`src/rtl/opl_op_output.sv`:
```
// FM operator output stage: phase -> log-sin -> +attenuation -> exp -> signed 13-bit sample.
// Optional feature macro OPL_WAVEFORMS_EN enables ws-driven waveform shaping in stage A.

module lut_logsin (
    input  logic [7:0]  idx,
    output logic [11:0] val
);
    // round(-log2(sin((idx + 0.5) / 256 * pi / 2)) * 256), quarter wave
    localparam logic [11:0] ROM [256] = '{
        12'h859, 12'h6c3, 12'h607, 12'h58b, 12'h52e, 12'h4e4, 12'h4a6, 12'h471,
        12'h443, 12'h41a, 12'h3f5, 12'h3d3, 12'h3b5, 12'h398, 12'h37e, 12'h365,
        12'h34e, 12'h339, 12'h324, 12'h311, 12'h2ff, 12'h2ed, 12'h2dc, 12'h2cd,
        12'h2bd, 12'h2af, 12'h2a0, 12'h293, 12'h286, 12'h279, 12'h26d, 12'h261,
        12'h256, 12'h24b, 12'h240, 12'h236, 12'h22c, 12'h222, 12'h218, 12'h20f,
        12'h206, 12'h1fd, 12'h1f5, 12'h1ec, 12'h1e4, 12'h1dc, 12'h1d4, 12'h1cd,
        12'h1c5, 12'h1be, 12'h1b7, 12'h1b0, 12'h1a9, 12'h1a2, 12'h19b, 12'h195,
        12'h18f, 12'h188, 12'h182, 12'h17c, 12'h177, 12'h171, 12'h16b, 12'h166,
        12'h160, 12'h15b, 12'h155, 12'h150, 12'h14b, 12'h146, 12'h141, 12'h13c,
        12'h137, 12'h133, 12'h12e, 12'h129, 12'h125, 12'h121, 12'h11c, 12'h118,
        12'h114, 12'h10f, 12'h10b, 12'h107, 12'h103, 12'h0ff, 12'h0fb, 12'h0f8,
        12'h0f4, 12'h0f0, 12'h0ec, 12'h0e9, 12'h0e5, 12'h0e2, 12'h0de, 12'h0db,
        12'h0d7, 12'h0d4, 12'h0d1, 12'h0cd, 12'h0ca, 12'h0c7, 12'h0c4, 12'h0c1,
        12'h0be, 12'h0bb, 12'h0b8, 12'h0b5, 12'h0b2, 12'h0af, 12'h0ac, 12'h0a9,
        12'h0a7, 12'h0a4, 12'h0a1, 12'h09f, 12'h09c, 12'h099, 12'h097, 12'h094,
        12'h092, 12'h08f, 12'h08d, 12'h08a, 12'h088, 12'h086, 12'h083, 12'h081,
        12'h07f, 12'h07d, 12'h07a, 12'h078, 12'h076, 12'h074, 12'h072, 12'h070,
        12'h06e, 12'h06c, 12'h06a, 12'h068, 12'h066, 12'h064, 12'h062, 12'h060,
        12'h05e, 12'h05c, 12'h05b, 12'h059, 12'h057, 12'h055, 12'h053, 12'h052,
        12'h050, 12'h04e, 12'h04d, 12'h04b, 12'h04a, 12'h048, 12'h046, 12'h045,
        12'h043, 12'h042, 12'h040, 12'h03f, 12'h03e, 12'h03c, 12'h03b, 12'h039,
        12'h038, 12'h037, 12'h035, 12'h034, 12'h033, 12'h031, 12'h030, 12'h02f,
        12'h02e, 12'h02d, 12'h02b, 12'h02a, 12'h029, 12'h028, 12'h027, 12'h026,
        12'h025, 12'h024, 12'h023, 12'h022, 12'h021, 12'h020, 12'h01f, 12'h01e,
        12'h01d, 12'h01c, 12'h01b, 12'h01a, 12'h019, 12'h018, 12'h017, 12'h017,
        12'h016, 12'h015, 12'h014, 12'h014, 12'h013, 12'h012, 12'h011, 12'h011,
        12'h010, 12'h00f, 12'h00f, 12'h00e, 12'h00d, 12'h00d, 12'h00c, 12'h00c,
        12'h00b, 12'h00a, 12'h00a, 12'h009, 12'h009, 12'h008, 12'h008, 12'h007,
        12'h007, 12'h007, 12'h006, 12'h006, 12'h005, 12'h005, 12'h005, 12'h004,
        12'h004, 12'h004, 12'h003, 12'h003, 12'h003, 12'h002, 12'h002, 12'h002,
        12'h002, 12'h001, 12'h001, 12'h001, 12'h001, 12'h001, 12'h001, 12'h001,
        12'h000, 12'h000, 12'h000, 12'h000, 12'h000, 12'h000, 12'h000, 12'h000
    };

    assign val = ROM[idx];
endmodule

module opl_op_output (
    input  logic        clk,
    input  logic        rst_n,
    input  logic        ce,
    input  logic        in_valid,
    input  logic [9:0]  phase,
    input  logic [8:0]  atten,
    input  logic [1:0]  ws,
    output logic        out_valid,
    output logic [12:0] out_sample
);
    localparam int STAGES = 4;

    // Exponent table entries are fixed at elaboration; only constants reach hardware.
    function automatic logic [9:0] exp_entry(input int i);
        real v;
        v = (2.0 ** (real'(i) / 256.0) - 1.0) * 1024.0;
        return 10'($rtoi(v + 0.5));
    endfunction

    logic [9:0] exp_rom [256];
    for (genvar g = 0; g < 256; g++) begin : g_exp
        assign exp_rom[g] = exp_entry(g);
    end

    logic [STAGES-1:0] vld_pipe;

    // stage A
    logic [7:0]  a_idx_d, a_idx;
    logic        a_neg_d, a_mute_d, a_neg, a_mute;
    logic [8:0]  a_atten;
    // stage B
    logic [11:0] logsin_v;
    logic [12:0] b_total;
    logic        b_neg, b_mute;
    // stage C
    logic [7:0]  c_f;
    logic [4:0]  c_e;
    logic [11:0] mant, mag_d, c_mag;
    logic        c_neg, c_mute;

    always_comb begin
        a_idx_d  = phase[8] ? ~phase[7:0] : phase[7:0];
        a_neg_d  = phase[9];
        a_mute_d = 1'b0;
`ifdef OPL_WAVEFORMS_EN
        case (ws)
            2'd1: a_mute_d = phase[9];
            2'd2: a_neg_d  = 1'b0;
            2'd3: begin
                a_mute_d = phase[8];
                a_neg_d  = 1'b0;
            end
            default: ;
        endcase
`endif
    end

`ifndef OPL_WAVEFORMS_EN
    logic unused_ws;
    assign unused_ws = ^ws;
`endif

    lut_logsin u_logsin (
        .idx (a_idx),
        .val (logsin_v)
    );

    always_comb begin
        c_f   = b_total[7:0];
        c_e   = b_total[12:8];
        mant  = {1'b1, exp_rom[~c_f], 1'b0};
        mag_d = (c_e >= 5'd12) ? 12'd0 : (mant >> c_e);
    end

    always_ff @(posedge clk or negedge rst_n) begin
        if (!rst_n) begin
            vld_pipe   <= '0;
            a_idx      <= '0;
            a_neg      <= 1'b0;
            a_mute     <= 1'b0;
            a_atten    <= '0;
            b_total    <= '0;
            b_neg      <= 1'b0;
            b_mute     <= 1'b0;
            c_mag      <= '0;
            c_neg      <= 1'b0;
            c_mute     <= 1'b0;
            out_sample <= '0;
        end else if (ce) begin
            vld_pipe <= {vld_pipe[STAGES-2:0], in_valid};
            a_idx    <= a_idx_d;
            a_neg    <= a_neg_d;
            a_mute   <= a_mute_d;
            a_atten  <= atten;
            b_total  <= {1'b0, logsin_v} + {1'b0, a_atten, 3'b000};
            b_neg    <= a_neg;
            b_mute   <= a_mute;
            c_mag    <= mag_d;
            c_neg    <= b_neg;
            c_mute   <= b_mute;
            // Output holds across bubbles so downstream sees the last real sample.
            if (vld_pipe[STAGES-2]) begin
                if (c_mute)     out_sample <= '0;
                else if (c_neg) out_sample <= 13'd0 - {1'b0, c_mag};
                else            out_sample <= {1'b0, c_mag};
            end
        end
    end

    assign out_valid = vld_pipe[STAGES-1];
endmodule

```
`config.mk`:
```
export PLATFORM = sky130hd
export DESIGN_NAME = opl_op_output
export DESIGN_NICKNAME = d
export VERILOG_FILES = /design/src/rtl/opl_op_output.sv
export SDC_FILE = /design/constraint.sdc
export NUM_CORES = 1
export LEC_CHECK = 0
export CORE_MARGIN = 2
export CORE_UTILIZATION = 45
export CTS_CLUSTER_SIZE = 12
export DETAILED_ROUTE_END_ITERATION = 10
export GPL_TIMING_DRIVEN = 0
export PLACE_DENSITY_LB_ADDON = 0.25
export SKIP_LAST_GASP = 1
export SLEW_MARGIN = 20
export SYNTH_ARGS = -nofsm -noshare
export SYNTH_HDL_FRONTEND = slang
export SYNTH_SLANG_ARGS = --single-unit
```
`constraint.sdc`:
```
create_clock -name clk -period 9.35 [get_ports clk]
set_input_delay 1.87 -clock clk [delete_from_list [all_inputs] [get_ports clk]]
set_output_delay 1.87 -clock clk [all_outputs]
set_load 0.02 [all_outputs]
```
==> results.ini <==
[yosys]
muxShareOfSynthArea=0.0514
ys_ff_latch=62
netlist_instances=1127
synthDistinctLibCells=86
synth_area_per_cell_sq_um=7.24
synth_top_family_by_area=compound AO/OA/AOI/OAI gates
synth.yosys.warnings=0
synth_enable_flop_cells=0
synth_simple_gate_area_frac=0.220
post_synthesis_instance_area_sq_mm=0.00816
synthAdderAreaFrac=0.0592
synth_xor_xnor_area_share=0.0279
synth-seq-area-share=0.190
synth_compound_area_frac=0.366
synth_flop_cell=sky130_fd_sc_hd__dfrtp_1
async_set_reset_flop_share_out_of_synthesis=1.00
syn_nets=1190

[setup_path]
r2r-start=a_idx[1]
critPathRequiredTime_ns=9.56
path_max_fanout=10
crit_reg_reg_endpoint=b_total[11]
timing.reg2reg.setup_slack_ns=3.63
startpoint_type=flop
rr_worst_depth=22
crit_path_end_kind=flop
critPathArrivalTime_ns=5.93
setup.worst_path.class=flop to flop

[layout]
fillers=1796
final_core_utilization=0.509
areaGrowthSynthToFinish_pct=11.7
layout_common_cells=sky130_fd_sc_hd__a21oi_1, sky130_fd_sc_hd__nor2_1, sky130_fd_sc_hd__nand2_1
drive_above_1_share=0.0976
antennaDiodeCount=0
layoutNonFillerInstCount=1407
layout.cells.most_common=sky130_fd_sc_hd__a21oi_1
fin_nets=1236

[place]
dp_hpwl_um=25800
pre_cts_slack_ns=3.82
final_weighted_congestion_of_routability_driven_global_placement=1.06
dpl.cell_count=1391
port_buffers=34

[sta]
finalWorstSetupSlack_ns=3.63
final_min_period_over_clock_period=0.612
worstMarginPinSlew_ns=0.824
report.final.slew_viol_count=0
max_clock_freq_mhz=175
slew-limit-headroom=0.446
report.final.hold_viol_count=0
fin_tns_setup_ns=0
timing.final.crit_period_ns=5.72
rsz0062_at_grt=false
final-setup-viol-count=0
fin_worst_skew_ns=0.00741

[clocking]
cts.htree.levels=3
cts_hold_repair.buffers=0
cts-resized-gates=0
cts_tree=yes
cts-buffers-inserted=9
clk_path_buf_depth=2
clk_pin_slew_ns=0.06
cts_root_buffer=sky130_fd_sc_hd__clkbuf_16
worstSkewPairLatency_ns=0.33
postCtsSetupRepairBufs=0
clock-sinks=62

[global_route]
via_count_of_the_first_global_routing_pass=9466
antenna_found_initial=0
grt_first_pass_wirelength_um=54300
grt_remaining_overflow=0
grt_start_max_net_pins=47
grt.total_usage=0.356

[floorplan]
std_cell_rows=49
ioPinCount=39
die_width_um=139
area_of_the_die_sq_mm=0.0192
initial_core_utilization=0.456
fp.coreArea_sq_mm=0.0179
floorplan.die.height_um=139

[hold_path]
worstHoldStart=out_sample[9]
hold_end=out_sample[9]
timing.hold.worst.class=flop to flop
min_delay_path_depth=2

[route]
count_of_vias_placed_by_the_detailed_router=9883
drtIter0Drc=1327
avgRoutedWirePerCell_um=25.2
remaining_drc_errors=0
drt_pass1_iterations=6
drt_wl_total_um=35500
drt-vias-per-instance=7.02
ant_nets=0

[outcome]
status=finished clean

[run]
maxCapViolCount=0

[pwr]
vdd_drop_max_mv=0.154
power_density_mw_per_mm2=310
total_leakage_power_nw=3.53

how the worst max path moves through the flow:
stage / from / endpoint / slack, ns / cells after the start
3_5_place_dp: a_idx[1] / b_total[11] / 3.82 / 22
5_1_grt: a_idx[1] / b_total[11] / 3.36 / 22
6_report: a_idx[1] / b_total[11] / 3.63 / 22
4_1_cts: a_idx[1] / b_total[11] / 3.79 / 22
2_1_floorplan: a_idx[1] / b_total[11] / 5.11 / 22
3_3_place_gp: a_idx[1] / b_total[11] / 3.65 / 22
cell type report:
cell class | count | area, sq um | area share
multi-input combinational | 915 | 5910 | 0.648
sequential | 62 | 1550 | 0.170
buffer | 113 | 559 | 0.0614
timing repair buffer | 35 | 365 | 0.0401
tap | 229 | 287 | 0.0315
clock buffer | 11 | 243 | 0.0266
inverter | 37 | 139 | 0.0152
clock inverter | 5 | 58.8 | 0.00646
cell families (layout without fill, tap and decap cells):
kind of cell,count (synthesis),after routing
AOI/OAI and AO/OA,446,446
xor gates and xnor gates,26,26
adders and majority gates,38,38
buffers and inverters,150,201
DFF,62,62
muxes,33,33
and+or+nand+nor,372,372
report_power, final:
group / total (mW) / internal (mW) / leakage [nW] / switching, mW
Combinational: 2.05 / 0.726 / 2.64 / 1.32
Clock: 0.338 / 0.213 / 0.142 / 0.124
Sequential: 0.435 / 0.348 / 0.752 / 0.0872
critical path, cell delays in order (launching register included):
cell                       delay [ns]
sky130_fd_sc_hd__dfrtp_1         0.53
sky130_fd_sc_hd__clkbuf_1        0.37
sky130_fd_sc_hd__inv_1           0.41
sky130_fd_sc_hd__ha_1            0.22
sky130_fd_sc_hd__clkbuf_1        0.45
sky130_fd_sc_hd__nor2b_1         0.58
sky130_fd_sc_hd__nor2_1          0.10
sky130_fd_sc_hd__a21oi_1         0.21
sky130_fd_sc_hd__a21oi_1         0.10
sky130_fd_sc_hd__a21oi_1         0.17
sky130_fd_sc_hd__nor3b_1         0.07
sky130_fd_sc_hd__nor3_1          0.24
sky130_fd_sc_hd__a21oi_1         0.09
sky130_fd_sc_hd__ha_1            0.24
sky130_fd_sc_hd__fa_1            0.44
sky130_fd_sc_hd__a21o_1          0.19
sky130_fd_sc_hd__a21oi_1         0.21
sky130_fd_sc_hd__o21bai_1        0.09
sky130_fd_sc_hd__a21oi_1         0.25
sky130_fd_sc_hd__o21bai_1        0.10
sky130_fd_sc_hd__a21oi_1         0.20
sky130_fd_sc_hd__xnor2_1         0.08
sky130_fd_sc_hd__mux2_2          0.26
metrics by stage:
step / instance area [sq um] / power (mW) / hold slack [ns]
floorplan: 8160 / 1.77 / 0.475
global placement: 8780 / 2.40 / 0.461
detailed placement: 8810 / 2.38 / 0.470
CTS: 9110 / 2.72 / 0.482
global route: 9110 / 2.96 / 0.509
finish: 9110 / 2.82 / 0.473
flip-flops by register name, summed over array words and instances (netlist names):
| name | flops |
|---|---|
| out_sample | 13 |
| b_neg | 1 |
| b_total | 13 |
| a_neg | 1 |
| a_atten | 9 |
| c_mag | 12 |
| a_idx | 8 |
| c_neg | 1 |
| vld_pipe | 4 |
layer usage:
metal / up-vias / wire (um) / GRT usage
li1: 4281 / - / -
met1: 4578 / 13400 / 0.439
met2: 805 / 16000 / 0.579
met3: 219 / 3430 / 0.0687
met4: 0 / 2700 / 0.216
met5: - / 0 / 0
Yosys cell counts, drive strengths merged, types with 5 or more instances:
cell type | instances | area (sq um)
a21o | 10 | 75.1
mux4 | 5 | 113
o21bai | 10 | 78.8
a32oi | 5 | 43.8
nor2 | 108 | 408
a311oi | 16 | 146
nor3b | 5 | 37.5
buf | 54 | 338
dfrtp | 62 | 1550
a31oi | 18 | 113
o21ai | 100 | 504
xnor2 | 23 | 201
or2 | 9 | 56.3
nor2b | 25 | 156
clkbuf | 59 | 221
and2 | 9 | 58.8
a311o | 6 | 60.1
mux2 | 21 | 236
o221ai | 8 | 70.1
nand2b | 37 | 231
nand3 | 18 | 90.1
a211o | 6 | 52.6
o2111ai | 5 | 43.8
o211ai | 23 | 173
a21oi | 110 | 551
a211oi | 33 | 258
a21boi | 5 | 37.5
inv | 36 | 135
ha | 37 | 463
a221oi | 15 | 131
o31ai | 11 | 82.6
o22ai | 13 | 81.3
or3 | 5 | 31.3
o311ai | 14 | 123
mux2i | 7 | 70.1
nor3 | 29 | 145
nand2 | 103 | 387
No activity file was read; power rests on OpenSTA's default activity.
